[src/rtl/frame_seq_pkg.sv]
// Shared constants for the frame write sequencer.
//   - State encodings driven on the 'state' output.
//   - Field indices inside one frame's 12-bit write-enable slice.
//   - field_bit(): one-hot mask helper for building field masks.
package frame_seq_pkg;

  localparam logic [2:0] ST_IDLE      = 3'd0;
  localparam logic [2:0] ST_DECODE    = 3'd1;
  localparam logic [2:0] ST_SETUP     = 3'd2;
  localparam logic [2:0] ST_EXECUTE   = 3'd3;
  localparam logic [2:0] ST_WRITEBACK = 3'd4;

  localparam int unsigned FIELD_COUNT = 12;

  localparam int unsigned FLD_AOPERAND    = 0;
  localparam int unsigned FLD_ALOC        = 1;
  localparam int unsigned FLD_BOPERAND    = 2;
  localparam int unsigned FLD_BLOC        = 3;
  localparam int unsigned FLD_IMM         = 4;
  localparam int unsigned FLD_IMMSLCT     = 5;
  localparam int unsigned FLD_UNSIGNED    = 6;
  localparam int unsigned FLD_SUBENABLE   = 7;
  localparam int unsigned FLD_RESULTSLCT  = 8;
  localparam int unsigned FLD_WRITESLCT   = 9;
  localparam int unsigned FLD_WRITEENABLE = 10;
  localparam int unsigned FLD_RESULT      = 11;

  function automatic logic [FIELD_COUNT-1:0] field_bit(input int unsigned idx);
    return FIELD_COUNT'(1) << idx;
  endfunction

endpackage

[src/rtl/frame_field_decode.sv]
// Per-frame field write-enable decode.
//   state      : registered sequencer state
//   frame_sel  : this frame is the one being filled (and no flush)
//   field_mask : 12-bit write-enable mask for this frame
module frame_field_decode
  import frame_seq_pkg::*;
(
  input  logic [2:0]             state,
  input  logic                   frame_sel,
  output logic [FIELD_COUNT-1:0] field_mask
);

  always_comb begin
    field_mask = '0;
    if (frame_sel) begin
      case (state)
        ST_DECODE: field_mask = field_bit(FLD_ALOC)       | field_bit(FLD_BLOC)       |
                                field_bit(FLD_IMM)        | field_bit(FLD_IMMSLCT)    |
                                field_bit(FLD_UNSIGNED)   | field_bit(FLD_SUBENABLE)  |
                                field_bit(FLD_RESULTSLCT) | field_bit(FLD_WRITESLCT)  |
                                field_bit(FLD_WRITEENABLE);
        ST_SETUP:  field_mask = field_bit(FLD_AOPERAND) | field_bit(FLD_BOPERAND);
        ST_EXECUTE,
        ST_WRITEBACK: field_mask = field_bit(FLD_RESULT);
        default:   field_mask = '0;
      endcase
    end
  end

endmodule

[src/rtl/frame_write_sequencer.sv]
// Instruction state machine driving write enables for NUM_FRAMES frames,
// filled round-robin.
//   clk, reset_n   : clock, asynchronous active-low reset
//   instr_valid/ready, exec_cycles : instruction accept handshake + execute length
//   wb_ready       : register-file write port granted
//   flush          : synchronous abort to IDLE (highest priority)
//   state          : encoded current state
//   frame_ptr      : frame currently being filled
//   field_we       : write enables, bit = frame*12 + field
//   frame_valid    : per-frame completed-result flags
module frame_write_sequencer
  import frame_seq_pkg::*;
#(
  parameter  int unsigned NUM_FRAMES = 2,
  parameter  int unsigned EXEC_CNT_W = 4,
  localparam int unsigned PTR_W      = (NUM_FRAMES > 1) ? $clog2(NUM_FRAMES) : 1
) (
  input  logic                              clk,
  input  logic                              reset_n,
  input  logic                              instr_valid,
  output logic                              instr_ready,
  input  logic [EXEC_CNT_W-1:0]             exec_cycles,
  input  logic                              wb_ready,
  input  logic                              flush,
  output logic [2:0]                        state,
  output logic [PTR_W-1:0]                  frame_ptr,
  output logic [FIELD_COUNT*NUM_FRAMES-1:0] field_we,
  output logic [NUM_FRAMES-1:0]             frame_valid
);

  localparam logic [PTR_W-1:0] LAST_PTR = PTR_W'(NUM_FRAMES - 1);

  logic [2:0]            state_q, state_d;
  logic [PTR_W-1:0]      frame_ptr_q, frame_ptr_d;
  logic [EXEC_CNT_W-1:0] cnt_q, cnt_d;
  logic [EXEC_CNT_W-1:0] len_q, len_d;
  logic [NUM_FRAMES-1:0] frame_valid_q, frame_valid_d;
  logic                  transfer;
  logic [EXEC_CNT_W-1:0] exec_len;

  // A zero length is run as a single execute cycle.
  assign exec_len = (exec_cycles == '0) ? EXEC_CNT_W'(1) : exec_cycles;

  always_comb begin
    instr_ready = 1'b0;
    if (reset_n && !flush) begin
      case (state_q)
        ST_IDLE:      instr_ready = 1'b1;
        ST_WRITEBACK: instr_ready = wb_ready;
        default:      instr_ready = 1'b0;
      endcase
    end
  end

  assign transfer = instr_valid && instr_ready;

  // Flush freezes pointer, counter and valid flags; a flush in DECODE therefore
  // leaves the frame's valid flag untouched since no field was written.
  always_comb begin
    state_d       = state_q;
    frame_ptr_d   = frame_ptr_q;
    cnt_d         = cnt_q;
    len_d         = len_q;
    frame_valid_d = frame_valid_q;
    if (flush) begin
      state_d = ST_IDLE;
    end else begin
      case (state_q)
        ST_IDLE: begin
          if (transfer) begin
            len_d   = exec_len;
            state_d = ST_DECODE;
          end
        end
        ST_DECODE: begin
          frame_valid_d[frame_ptr_q] = 1'b0;
          state_d                    = ST_SETUP;
        end
        ST_SETUP: begin
          cnt_d   = len_q;
          state_d = ST_EXECUTE;
        end
        ST_EXECUTE: begin
          cnt_d = cnt_q - 1'b1;
          if (cnt_q <= EXEC_CNT_W'(1)) state_d = ST_WRITEBACK;
        end
        ST_WRITEBACK: begin
          if (wb_ready) begin
            frame_valid_d[frame_ptr_q] = 1'b1;
            frame_ptr_d = (frame_ptr_q == LAST_PTR) ? '0 : frame_ptr_q + 1'b1;
            if (transfer) begin
              len_d   = exec_len;
              state_d = ST_DECODE;
            end else begin
              state_d = ST_IDLE;
            end
          end
        end
        default: state_d = ST_IDLE;
      endcase
    end
  end

  always_ff @(posedge clk or negedge reset_n) begin
    if (!reset_n) begin
      state_q       <= ST_IDLE;
      frame_ptr_q   <= '0;
      cnt_q         <= '0;
      len_q         <= '0;
      frame_valid_q <= '0;
    end else begin
      state_q       <= state_d;
      frame_ptr_q   <= frame_ptr_d;
      cnt_q         <= cnt_d;
      len_q         <= len_d;
      frame_valid_q <= frame_valid_d;
    end
  end

  for (genvar f = 0; f < NUM_FRAMES; f++) begin : g_frame
    frame_field_decode u_decode (
      .state      (state_q),
      .frame_sel  (!flush && (frame_ptr_q == PTR_W'(f))),
      .field_mask (field_we[f*FIELD_COUNT +: FIELD_COUNT])
    );
  end

  assign state       = state_q;
  assign frame_ptr   = frame_ptr_q;
  assign frame_valid = frame_valid_q;

endmodule

[config.mk]
export PLATFORM = sky130hd
export DESIGN_NAME = frame_write_sequencer
export DESIGN_NICKNAME = d
export VERILOG_FILES = /design/src/rtl/frame_seq_pkg.sv /design/src/rtl/frame_field_decode.sv /design/src/rtl/frame_write_sequencer.sv
export SDC_FILE = /design/constraint.sdc
export NUM_CORES = 1
export LEC_CHECK = 0
export ABC_AREA = 1
export CAP_MARGIN = 20
export CORE_UTILIZATION = 38
export DETAILED_ROUTE_END_ITERATION = 8
export MAX_ROUTING_LAYER = met4
export PLACE_DENSITY = 0.74
export SLEW_MARGIN = 20
export SYNTH_ARGS = -nofsm -noshare
export SYNTH_HDL_FRONTEND = slang
export SYNTH_SLANG_ARGS = --single-unit
[constraint.sdc]
create_clock -name clk -period 1.5 [get_ports clk]
set_input_delay 0.375 -clock clk [delete_from_list [all_inputs] [get_ports clk]]
set_output_delay 0.375 -clock clk [all_outputs]
set_load 0.02 [all_outputs]
### After elaboration in Yosys (flattened, before gate mapping)

Cells that the tools add are included.

* $add $sub $neg: 2
* $mul: 0
* divide/modulo/power cells: 0
* $lt $le $gt $ge: 3
* equal/unequal tests: 8
* shift-type cells: 0
* muxes and demuxes: 21
* bitwise gates (word level): 5
* reduce and logical (&&, ||, !) cells: 17

Operators by type and width (count)
* $pmux W12 S3: 1
* $mux W12: 2
* $pmux W4 S2: 2
* $pmux W3 S5: 1
* $mux W3: 4
* $mux W4: 3
* $reduce_and A3 Y1: 4
* $ne A3 B3 Y1 const B: 3
* $eq A3 B2 Y1 const B: 2
* $reduce_bool A2 Y1: 3
* $logic_and A1 B1 Y1: 5
* $le A4 B1 Y1 const B: 1
* $logic_not A4 Y1: 1
* $mux W1: 4
* $pmux W2 S2: 1
* $sub A4 B1 Y4 const B: 1
* $eq A3 B1 Y1 const B: 1
* $eq A3 B3 Y1 const B: 1
* $logic_not A3 Y1: 1
* $and A2 B2 Y2: 1
* $lt A1 B2 Y1 const B: 1
* $mux W2: 1
* $ne A2 B2 Y1 const B: 1
* $not A1 Y1: 2
* 9 further kinds: 9

* register bits: 14
* bits in latches: 0
* RAM bits: 0
* bits in read-only memories: 0
* memories: 0

### Longest topological paths before layout

* depth in word-level cells: 8
* mapped depth: 8
* depth with buffers taken out: 8

### Cells and area by module

Synthesis repeated with hierarchy kept, for this count alone.

* cell total of the unflattened synthesis: 149
* area, all modules: 1037.2 µm²

Modules (own cells, without submodules)
* frame_write_sequencer: times used 1, cells each 105, area an instance 784.5 µm², sequential area each 350.3 µm²
* frame_field_decode: times used 2, cells each 22, area an instance 126.4 µm², sequential area each 0.0 µm²

### Worst setup path after synthesis

Ideal clock, no wire load.

* kind: register -> output
* from: reg state_q[1], in the netlist state[1]
* to: out field_we[10]
* data arrival time: 1.669 ns
* slack: -0.544 ns
* stages on the path, launching flop included: 5
* path buffers: 1
* cells stage by stage: dfrtp_1 > inv_1 > nand4_1 > nor2_1 > buf_4

* longest elaborated chain between the ends: 4
* elaborated cells between the ends (all ways): 7
* those cells by class: eq/ne (4); mux (2); reduce/logical (1)

Ends and longest elaborated chain
* start: declaration: RTL line frame_write_sequencer.sv:33 `logic [2:0] state_q, state_d;`
* start signal: assignment: RTL line frame_write_sequencer.sv:112 `state_q <= state_d;`
* $eq A3 B2 Y1 / $eq A3 B3 Y1 (equally long branches): RTL line frame_field_decode.sv:16 `case (state)`
* $reduce_or A2 Y1: RTL line frame_field_decode.sv:16
* $pmux W12 S3 (*): RTL line frame_field_decode.sv:16
* $mux W12 (*): RTL line frame_field_decode.sv:15 `if (frame_sel) begin`
* end: declaration: RTL line frame_write_sequencer.sv:27 `output logic [FIELD_COUNT*NUM_FRAMES-1:0] field_we,`

Every way passes the cells marked *; elsewhere a longest branch is shown, timed or not.

### Final worst setup path

* from: reg state_q[1], in the netlist state[1]
* to: out field_we[23]

The elaborated chain is that of the path after synthesis.

==> metrics <==
outcome complete, but fails checks; failing checks negative setup slack; Internal Pwr Total roughly 1.5 mW; clock slew at reported path FFs 90 ps; Final Cell Area 1670 um2; gr usage total 0.239; CP Max Fanout 4; ANT nets after route 0; Die Area 2700 um2; Initial DRT Pass Iterations 4; Starting Density 0.416; Max-cap violations 0; grt total ovfl 0; Hold Path Class primary input to asynchronous set/reset pin; drt drc 0; vias per inst 4.84; Syn. warnings 0; setup slack after layout -266 ps; endpoints failing hold 0; post-synthesis cell area 947 um2; power share of the clock group 0.107; Final setup violation count 27; # rows 17; startpoint types register; largest net degree at the start of global routing 15; Final Hold Slack 436 ps; initial antenna violation count 0; most common cell after layout, fill and taps aside buf_4; die width slightly above 50 um; worst-case clock buffer depth 2; DP Area 1480 um2; CTS root buf clkbuf_4; Sw Ratio 0.437; EDFF count, synth 0; skew final 1.39 ps; gpl congestion 0.787; Post-Syn Nets 131; final worst path period share 1.18; vias 1017; reg2reg path depth 10; Setup crit end kind output port; Setup CP Type register to output port; Slew headroom 0.840; layout cell share with drive strength beyond 1 0.560; setup TNS -6300 ps; leak pwr 0.834 nW; Die Y 51.9 um; Slew @ Worst Pin between 200 and 250 ps; CTS tree done; worst vdd ir around 1.2 mV; mean post-synth cell area 7.89 um2; Worst Path Required 1120 ps; n_diodes 0; clock sinks 14; WL/cell 13.8 um; fin. max-slew vios 0; clock latency on the worst-skew pair around 290 ps; Final Core Density 0.735; synthesis-stage register bit count 14; CP arrival 1390 ps; clock period minus worst slack about 1800 ps; Comb pwr share 0.647; vias in the first global route 1021; sequential area share after synthesis 0.370; DRT iter0 DRCs 18; Async SR Flop Fraction 1.00; Syn Inst Count 120; RSZ-0062 raised after global routing yes; Final HPWL DP ~2000 um; TritonCTS buffer count 3; ys flop type dfrtp_1; core area 2280 um2; wire length of the first global-routing pass 4490 um; pwr dens 1600 nW/um2; CTS Hold Bufs 0; distinct cell type count of the synthesized netlist 25; fill count about 160; area grow syn2layout 76.6%; Nets 194; Switch Pwr 1.17 mW; Max Clock Freq 566 MHz; commonest cells after routing, fill and taps aside 33 x buf_4, 28 x buf_6, 14 x nand2_1; H-tree levels 1; Reg power frac 0.247; Buffers on Ports 39; final WL 2890 um; I/O Pins 40
==> critical path, cell delays in order (launching register included) <==
cell and delay, ps:
dfrtp_2 440, buf_6 140, nor2_4 100, nand2_2 90, nand2_2 80, inv_2 50, nor2_2 70, buf_4 140
==> kinds of logic after synthesis <==
family,count (synthesis),synth area share
AOI/OAI and AO/OA,20,0.127
xor gates and xnor gates,2,0.0185
adders and majority gates,2,0.0264
buffers and inverters,35,0.210
DFF,14,0.370
and+or+nand+nor,47,0.248
==> metal layers <==
metal | up-vias | GRT usage | routed length, um
li1 | 494 | - | -
met1 | 486 | 0.272 | 1180
met2 | 26 | 0.395 | 1490
met3 | 11 | 0.0351 | 89
met4 | 0 | 0.140 | 130
met5 | - | - | 0
==> final timing paths <==
| path | start | end | slack, ps |
|---|---|---|---|
| worst max-delay path | state[1] | field_we[23] | -270 |
| worst min-delay path | reset_n | cnt_q[2] | 440 |
| worst max register to register | state[0] | state[2] | -90 |
| worst min register to register | len_q[3] | len_q[3] | 510 |
| max in group asynchronous | reset_n | state[1] | 880 |
| min in group clk | len_q[3] | len_q[3] | 510 |
==> timing repair <==
action | in CTS | in global routing
gates resized for setup | 178 | 8
buffers inserted | 5 | 2
setup endpoints to repair | 33 | 30
cloned | 2 | 0
pin swaps | 5 | 4
==> final cells by class <==
| class | instances | area (um2) | area share |
|---|---|---|---|
| Inverter | 17 | 66.3 | 0.0396 |
| Multi-Input combinational cell | 73 | 500 | 0.299 |
| Sequential cell | 14 | 354 | 0.212 |
| Timing Repair Buffer | 74 | 681 | 0.407 |
| Clock buffer | 4 | 36.3 | 0.0217 |
| Tap cell | 28 | 35.0 | 0.0209 |
==> metrics by stage <==
step	power [mW]	setup slack (ps)	cells
5_1_grt	2.85	-336	210
3_3_place_gp	2.11	-826	197
4_1_cts	2.60	-253	208
6_report	2.67	-266	210
2_1_floorplan	1.52	-246	120
3_5_place_dp	2.17	-883	197
==> synthesized netlist by cell type (3+ instances only) <==
master | n | share of area
buf_4 | 18 | 0.14
nor3_1 | 3 | 0.016
inv_2 | 5 | 0.020
inv_1 | 12 | 0.048
a21oi_1 | 4 | 0.021
nand2_1 | 18 | 0.071
nor2_1 | 14 | 0.055
o21ai_0 | 4 | 0.021
o21ai_1 | 6 | 0.032
dfrtp_1 | 14 | 0.37
==> power by group through the flow <==
stage,clock [mW],combinational [mW],sequential [mW]
finish,0.285,1.73,0.659
global route,0.302,1.87,0.676
CTS,0.285,1.66,0.657
detailed placement,0,1.50,0.662
global placement,0,1.46,0.652
floorplan,0,0.779,0.746
No activity file was read; power rests on OpenSTA's default activity.
